--- config.mk ---
export PLATFORM = sky130hd
export DESIGN_NAME = keypad_operand_loader
export DESIGN_NICKNAME = d
export VERILOG_FILES = /design/src/rtl/keypad_operand_loader.sv
export SDC_FILE = /design/constraint.sdc
export NUM_CORES = 1
export LEC_CHECK = 0
export BUFFER_PORTS_ARGS = -buffer_cell sky130_fd_sc_hd__buf_2
export CAP_MARGIN = 20
export CORE_AREA = 4 4 87 89
export DETAILED_ROUTE_END_ITERATION = 16
export DIE_AREA = 0 0 91 93
export PLACE_DENSITY = 0.83
export SYNTH_ARGS = -nofsm -noshare
export SYNTH_HDL_FRONTEND = slang
export SYNTH_SLANG_ARGS = --single-unit
--- constraint.sdc ---
create_clock -name Clock -period 1.8 [get_ports Clock]
set_input_delay 0.36 -clock Clock [delete_from_list [all_inputs] [get_ports Clock]]
set_output_delay 0.36 -clock Clock [all_outputs]
set_load 0.1 [all_outputs]
--- src/rtl/keypad_operand_loader.sv ---
// Keypad operand loader: counts scanner nibble pulses into 16-bit operands, hands them to the MAC
// over valid/ack and captures the result. Define LOADER_OPC_EN to also collect a third operand (op_c).
module keypad_operand_loader #(
  parameter int WORD_W       = 16,
  parameter int NIBBLES      = 4,
  parameter int DONE_TIMEOUT = 1024
) (
  input  logic              Clock,
  input  logic              reset_n,
  input  logic              clear,
  input  logic              key_ready,
  input  logic [WORD_W-1:0] key_word,
  output logic              KeyRd,
  output logic [WORD_W-1:0] op_a,
  output logic [WORD_W-1:0] op_b,
  output logic [WORD_W-1:0] op_c,
  output logic              op_valid,
  input  logic              op_ack,
  input  logic              mac_done,
  input  logic [WORD_W-1:0] mac_result,
  output logic [WORD_W-1:0] result,
  output logic              result_valid,
  output logic              timeout_err
);

  localparam int NW = (NIBBLES > 1) ? $clog2(NIBBLES) : 1;
  localparam int TW = (DONE_TIMEOUT > 1) ? $clog2(DONE_TIMEOUT) : 1;
  localparam logic [NW-1:0] NIB_LAST  = NW'(NIBBLES - 1);
  localparam logic [TW-1:0] WAIT_LAST = TW'(DONE_TIMEOUT - 1);

  typedef enum logic [2:0] {
    COLLECT_A,
    COLLECT_B,
    COLLECT_C,
    ISSUE,
    WAIT_DONE
  } state_e;

  state_e            state_q, state_d;
  logic [NW-1:0]     nib_q, nib_d;
  logic [TW-1:0]     wait_q, wait_d;
  logic [WORD_W-1:0] op_a_q, op_a_d;
  logic [WORD_W-1:0] op_b_q, op_b_d;
  logic [WORD_W-1:0] result_q, result_d;
  logic              keyrd_q, keyrd_d;
  logic              op_valid_q, op_valid_d;
  logic              result_valid_q, result_valid_d;
  logic              timeout_q, timeout_d;
`ifdef LOADER_OPC_EN
  logic [WORD_W-1:0] op_c_q, op_c_d;
`endif

  // Pulses only count while KeyRd is already high, so the cycle right after reset release is deaf.
  logic accept;
  logic last_nib;
  assign accept   = key_ready && keyrd_q;
  assign last_nib = (nib_q == NIB_LAST);

  always_comb begin
    // NOTE: every combinational output gets a default first so no path leaves it unassigned (no latch).
    state_d        = state_q;
    nib_d          = nib_q;
    wait_d         = wait_q;
    op_a_d         = op_a_q;
    op_b_d         = op_b_q;
    result_d       = result_q;
    op_valid_d     = op_valid_q;
    result_valid_d = 1'b0;
    timeout_d      = timeout_q;
`ifdef LOADER_OPC_EN
    op_c_d         = op_c_q;
`endif

    if (clear) begin
      state_d    = COLLECT_A;
      nib_d      = '0;
      wait_d     = '0;
      op_valid_d = 1'b0;
      timeout_d  = 1'b0;
    end else begin
      unique case (state_q)
        COLLECT_A: begin
          if (accept) begin
            nib_d = nib_q + NW'(1);
            if (last_nib) begin
              op_a_d  = key_word;
              nib_d   = '0;
              state_d = COLLECT_B;
            end
          end
        end
        COLLECT_B: begin
          if (accept) begin
            nib_d = nib_q + NW'(1);
            if (last_nib) begin
              op_b_d  = key_word;
              nib_d   = '0;
`ifdef LOADER_OPC_EN
              state_d = COLLECT_C;
`else
              state_d = ISSUE;
`endif
            end
          end
        end
        COLLECT_C: begin
`ifdef LOADER_OPC_EN
          if (accept) begin
            nib_d = nib_q + NW'(1);
            if (last_nib) begin
              op_c_d  = key_word;
              nib_d   = '0;
              state_d = ISSUE;
            end
          end
`else
          state_d = COLLECT_A;
`endif
        end
        ISSUE: begin
          // op_valid rises one cycle after entry; ack is only honoured once it is visible.
          if (op_valid_q && op_ack) begin
            op_valid_d = 1'b0;
            wait_d     = '0;
            state_d    = WAIT_DONE;
          end else begin
            op_valid_d = 1'b1;
          end
        end
        WAIT_DONE: begin
          if (mac_done) begin
            result_d       = mac_result;
            result_valid_d = 1'b1;
            wait_d         = '0;
            state_d        = COLLECT_A;
          end else if (wait_q == WAIT_LAST) begin
            timeout_d = 1'b1;
            wait_d    = '0;
            state_d   = COLLECT_A;
          end else begin
            wait_d = wait_q + TW'(1);
          end
        end
        default: state_d = COLLECT_A;
      endcase
    end

    keyrd_d = (state_d == COLLECT_A) || (state_d == COLLECT_B) || (state_d == COLLECT_C);
  end

  always_ff @(posedge Clock or negedge reset_n) begin
    if (!reset_n) begin
      // NOTE: operand/result registers are reset too, because these drive outputs that must read 0 after reset.
      state_q        <= COLLECT_A;
      nib_q          <= '0;
      wait_q         <= '0;
      op_a_q         <= '0;
      op_b_q         <= '0;
      result_q       <= '0;
      keyrd_q        <= 1'b0;
      op_valid_q     <= 1'b0;
      result_valid_q <= 1'b0;
      timeout_q      <= 1'b0;
`ifdef LOADER_OPC_EN
      op_c_q         <= '0;
`endif
    end else begin
      // NOTE: non-blocking assignments so every register samples the pre-edge value of the others.
      state_q        <= state_d;
      nib_q          <= nib_d;
      wait_q         <= wait_d;
      op_a_q         <= op_a_d;
      op_b_q         <= op_b_d;
      result_q       <= result_d;
      keyrd_q        <= keyrd_d;
      op_valid_q     <= op_valid_d;
      result_valid_q <= result_valid_d;
      timeout_q      <= timeout_d;
`ifdef LOADER_OPC_EN
      op_c_q         <= op_c_d;
`endif
    end
  end

  assign KeyRd        = keyrd_q;
  assign op_a         = op_a_q;
  assign op_b         = op_b_q;
  assign op_valid     = op_valid_q;
  assign result       = result_q;
  assign result_valid = result_valid_q;
  assign timeout_err  = timeout_q;
`ifdef LOADER_OPC_EN
  assign op_c         = op_c_q;
`else
  assign op_c         = '0;
`endif

endmodule

* Word-level counts from Yosys, hierarchy flattened
Cells that the tools add are included.
Storage, ports and cells: flip-flop bits (word level) 67, input bits 38, word-level logic and storage cells 69
Cells by class: add/sub/neg operators 2, equal/unequal tests 9, multiplexer cells 28, bitwise operators 1, reductions and logical operators 19
Operators by type and width (number):
- 10-bit two-way mux | 4
- 3-bit two-way mux | 8
- 10-bit one-hot mux with 2 select lines | 1
- 3-bit one-hot mux with 4 select lines | 1
- 10-bit by 1-bit adder with 10-bit output, second input constant | 1
- 10-bit == test, second input constant | 1
- 1-bit two-way mux | 10
- 2-bit nonzero test | 5
- 2-bit two-way mux | 4
- 4-bit AND reduction | 2
- 3-bit by 1-bit == test with 1-bit output, second input constant | 2
- 3-bit by 2-bit == test with 1-bit output, second input constant | 2
- 3-bit logical NOT | 2
- 3-bit AND reduction | 2
- 2-bit AND reduction | 2
- 3-bit == test, second input constant | 1
- 3-bit != test, second input constant | 1
- 3-bit nonzero test | 1
- 2-bit by 1-bit adder with 2-bit output, second input constant | 1
- 2-bit == test, second input constant | 1
- 1-bit logical AND | 2
- 1-bit logical OR | 2
- 2-bit != test, second input constant | 1
- 2-bit OR reduction | 1
- 1-bit inverter | 1

* Longest topological paths before layout
depth after elaboration 8, gate-level depth with buffers 7, mapped depth without buffers 5

* Worst setup path after synthesis
No wires, ideal clock.
path kind reg2reg, from register keyrd_q, in the netlist KeyRd, to register op_a_q[10], in the netlist op_a[10], arrival time 2272 ps, slack -597 ps, cell stages (with the launch flop) 6, path buffers 1, clock period less this slack 2397 ps, path through dfrtp_1 > and4bb_4 > nand2_2 > nor3_2 > buf_4 > mux2_2
Between the ends: longest elaborated chain between the ends 2
Ends and longest elaborated chain:
- start: declaration | RTL line 45 | logic keyrd_q, keyrd_d;
- start signal: assignment | RTL line 175 | keyrd_q <= keyrd_d;
- 1-bit logical AND | RTL line 56 | assign accept = key_ready && keyrd_q;
- 4-bit AND reduction (no source line)
- end signal: assignment | RTL line 172 | op_a_q <= op_a_d;
- end: declaration | RTL line 42 | logic [WORD_W-1:0] op_a_q, op_a_d;
No other way between the ends. A chain may end at the register's enable or synchronous reset.

* Worst setup path in the final report
from register state_q[1], to register op_b_q[15], in the netlist op_b[15]
Between the ends: longest elaborated chain between the ends 2
Ends and longest elaborated chain:
- start: declaration | RTL line 39 | state_e state_q, state_d;
- start signal: assignment | RTL line 169 | state_q <= state_d;
- 3-bit by 1-bit == test with 1-bit output | RTL line 81 | unique case (state_q)
- 4-bit AND reduction (no source line)
- end signal: assignment | RTL line 173 | op_b_q <= op_b_d;
- end: declaration | RTL line 43 | logic [WORD_W-1:0] op_b_q, op_b_d;
No other way between the ends.

==> load_flow_metrics.sql <==
INSERT INTO impl_metrics (metric_group, metric, value, unit) VALUES
('sta', 'fin_skew', '0.00908', 'ns'),
('floorplan', 'start_util', '43.9', '%'),
('drt', 'postRouteAntennaNets', '0', ''),
('critical_path', 'data_required_time_at_the_worst_endpoint', '2.02', 'ns'),
('sta', 'hold_viol_final', '0', ''),
('critical_path', 'worstPathArrival', '1.99', 'ns'),
('clock_network', 'cts.repair_timing.setup_buffer_count', '0', ''),
('drt', 'routed_wirelength', '6.34', 'mm'),
('power', 'cell_pwr_density', '1010', 'nW/µm²'),
('clock_network', 'htreeDepth', '3', ''),
('placement', 'pre_cts_slack', '0.0374', 'ns'),
('logic_synthesis', 'synth.ff_latch_count', '67', ''),
('run_status', 'outcome', 'complete, no violations', ''),
('final_layout', 'finalInstanceArea', '3830', 'µm²'),
('logic_synthesis', 'synth_cell_types', '44', ''),
('final_layout', 'layout.nets', '371', ''),
('floorplan', 'die_h', '93', 'µm'),
('sta', 'slew_viol_final', '0', ''),
('placement', 'dp_hpwl', '4.54', 'mm'),
('logic_synthesis', 'synth.yosys.warnings', '0', ''),
('global_route', 'grt.total_usage', '15.2', '%'),
('drt', 'met3WireLength', '428', 'µm'),
('placement', 'place.gp.congestion', '0.812', ''),
('clock_network', 'numClockSinks', '67', ''),
('power', 'static_leak', '0.00209', 'µW'),
('critical_path', 'cpPeakStageDelay', '0.41', 'ns'),
('drt', 'route.layer.met1.wl', '2.72', 'mm'),
('drt', 'drt_pre_antenna_iters', '4', ''),
('global_route', 'grt_overflow_total', '0', ''),
('final_layout', 'antenna_cells_inserted', '0', ''),
('logic_synthesis', 'synth_async_sr_flop_share', '100', '%'),
('global_route', 'grt_antenna_before_repair', '0', ''),
('logic_synthesis', 'synth.cell_area', '2970', 'µm²'),
('clock_network', 'clock_tree_from_tritoncts', 'yes', ''),
('clock_network', 'cts.root.buffer_cell', 'sky130_fd_sc_hd__clkbuf_8', ''),
('clock_network', 'cts_buffers', '9', ''),
('sta', 'layout_min_cycle_time', '1.76', 'ns'),
('drt', 'post_route_drc', '0', ''),
('placement', 'place.port_buffers', '89', ''),
('floorplan', 'die_w', '91', 'µm'),
('logic_synthesis', 'number_of_enable_type_register_cells_in_the_synthesized_netlist', '0', ''),
('logic_synthesis', 'synthesis.instances', '225', ''),
('drt', 'routed-wl-met2', '3.06', 'mm'),
('logic_synthesis', 'synth.avg_cell_area', '13.2', 'µm²'),
('floorplan', 'ioPinCount', '106', ''),
('floorplan', 'floorplan.die_area', '8460', 'µm²'),
('job', 'drv_cap', '0', ''),
('critical_path', 'end_kind', 'register', ''),
('global_route', 'grt_first_pass_wirelength', '10.1', 'mm'),
('global_route', 'first_global_vias', '2136', ''),
('placement', 'placed_cell_areas', '3580', 'µm²'),
('final_layout', 'syn_to_final_growth', '28.9', '%'),
('sta', 'finalSetupTns', '0', 'ns'),
('sta', 'final_min_period_over_clock_period', '97.9', '%'),
('drt', 'average_wire_per_standard_cell', '15.2', 'µm'),
('logic_synthesis', 'synth.yosys.seq_area_share', '56.5', '%'),
('drt', 'routed_via_density', '5.04', ''),
('drt', 'highest-signal-layer', 'met4', ''),
('final_layout', 'final_cells', '416', ''),
('floorplan', 'core_box_area', '6760', 'µm²'),
('clock_network', 'insertion_delay', '0.34', 'ns'),
('critical_path', 'cell_chain_of_the_critical_path', 'and4bb_4, nand2_4, or3_4, buf_12, mux2_4', ''),
('global_route', 'largest_net_degree_at_the_start_of_global_routing', '32', ''),
('critical_path', 'path_max_fanout', '16', ''),
('drt', 'via_count', '2098', ''),
('drt', 'drt_iter0_drc', '88', ''),
('floorplan', 'std_cell_rows', '30', ''),
('clock_network', 'clock_path_buffers', '2', ''),
('power', 'worst_ir_drop_vdd', '0.431', 'mV'),
('logic_synthesis', 'ys.flop_type', 'sky130_fd_sc_hd__dfrtp_1', ''),
('critical_path', 'worst_path_max_delay_cell', 'sky130_fd_sc_hd__dfrtp_1', ''),
('critical_path', 'start_kind', 'register', ''),
('placement', 'dp.cells', '398', ''),
('sta', 'max_freq', '568', 'MHz'),
('power', 'total_power', '3870', 'µW'),
('min_path', 'hp-class', 'in -> reg', ''),
('sta', 'final_critical_path_setup_slack', '0.0383', 'ns'),
('critical_path', 'criticalPathCategory', 'reg -> reg', ''),
('sta', 'setup_failing_eps_final', '0', ''),
('clock_network', 'clkTransAtPathRegs', '0.07', 'ns'),
('final_layout', 'final_layout_size_suffix_gt1_share', '52.1', '%');
## synth_stat cells, drive strengths merged (2+ instances only)
library cell	instances	area (µm²)
nand4	4	25.0
clkbuf	3	11.3
nand2	16	62.6
o21ai	6	30.0
inv	4	15.0
nor4	2	12.5
nor3	4	30.0
a31oi	2	12.5
a21oi	6	30.0
a311oi	2	17.5
or3	2	12.5
xor2	2	17.5
mux2	48	578
nand3	5	25.0
nand3b	3	22.5
mux2i	3	30.0
ha	2	25.0
buf	21	175
nor2	6	22.5
dfrtp	67	1680
## logic make-up (layout without fill, tap and decap cells)
logic type                 after synthesis  after routing  synth area share [%]
other                                    1             16                 0.126
buffers and inverters                   28            124                  6.78
and+or+nand+nor                         52             52                  9.86
muxes                                   51             51                  20.5
xor gates and xnor gates                 2              2                 0.590
DFF                                     67             67                  56.5
AOI/OAI and AO/OA                       22             22                  4.85
adders and majority gates                2              2                 0.843
## power by group
group | leakage (µW) | internal, µW | total (µW) | switching, µW
combinational | 0.00107 | 163 | 922 | 759
clock | 0.000103 | 776 | 1340 | 561
sequential | 0.000920 | 1580 | 1610 | 36.2
## layout by cell type (no fill, tap or decap), types with 4 or more instances in the layout
cell type	n
sky130_fd_sc_hd__a21oi_1	6
sky130_fd_sc_hd__buf_12	4
sky130_fd_sc_hd__buf_2	90
sky130_fd_sc_hd__buf_4	8
sky130_fd_sc_hd__clkbuf_8	9
sky130_fd_sc_hd__conb_1	16
sky130_fd_sc_hd__dfrtp_1	65
sky130_fd_sc_hd__inv_1	4
sky130_fd_sc_hd__mux2_2	30
sky130_fd_sc_hd__mux2_4	18
sky130_fd_sc_hd__nand2_1	15
sky130_fd_sc_hd__nand3_1	5
sky130_fd_sc_hd__nand4_1	4
sky130_fd_sc_hd__nor2_1	6
## area by class of cell
class | count | area, µm²
Clock buffer | 11 | 131
Clock inverter | 5 | 77.6
Fill cell | 564 | 2930
Inverter | 4 | 15.0
Multi-Input combinational cell | 145 | 1210
Sequential cell | 67 | 1680
Tap cell | 80 | 100
Timing Repair Buffer | 104 | 612
## worst max-delay path: cells and delay by family, from the launching register on
family,cells,cell delay (ns)
buffers and inverters,1,0.17
flip-flops,1,0.41
multiplexers,1,0.30
AND/OR/NAND/NOR,3,0.77
## metal layers
layer  GRT usage, %  vias up
li1               -      980
met1           18.0     1040
met2           25.0       66
met3           4.99       12
met4           7.16        0
met5              0        -
## metrics by stage
| step | hold slack, ns | util, % |
|---|---|---|
| floorplan | 0.0644 | - |
| global placement | 0.317 | 53.1 |
| detailed placement | 0.325 | 53.1 |
| CTS | 0.231 | 56.3 |
| global route | 0.241 | 56.6 |
| finish | 0.244 | 56.6 |
## what timing repair did
item	4_1_cts	5_1_grt
hold endpoints to repair	16	0
gates resized for setup	0	6
setup endpoints to repair	0	16
hold buffers	1	0
## path summary, 6_finish.rpt
kind	startpoint	to	slack, ns	cells past startpoint
min in group asynchronous	reset_n	op_a[5]	0.48	2
setup reg to reg	state_q[1]	op_b[15]	0.04	5
setup / recovery	state_q[1]	op_b[15]	0.04	5
hold / removal	mac_result[5]	result[5]	0.24	2
hold reg to reg	op_a[3]	op_a[3]	0.50	1
max in group asynchronous	reset_n	op_a[10]	0.68	3
## sequential cells by signal, summed over array words and instances (netlist names)
| name | flops |
|---|---|
| KeyRd | 1 |
| result_valid | 1 |
| op_valid | 1 |
| timeout_err | 1 |
| op_b | 16 |
| state_q | 3 |
| op_a | 16 |
| wait_q | 10 |
| nib_q | 2 |
| result | 16 |
No activity file was read; power rests on OpenSTA's default activity.
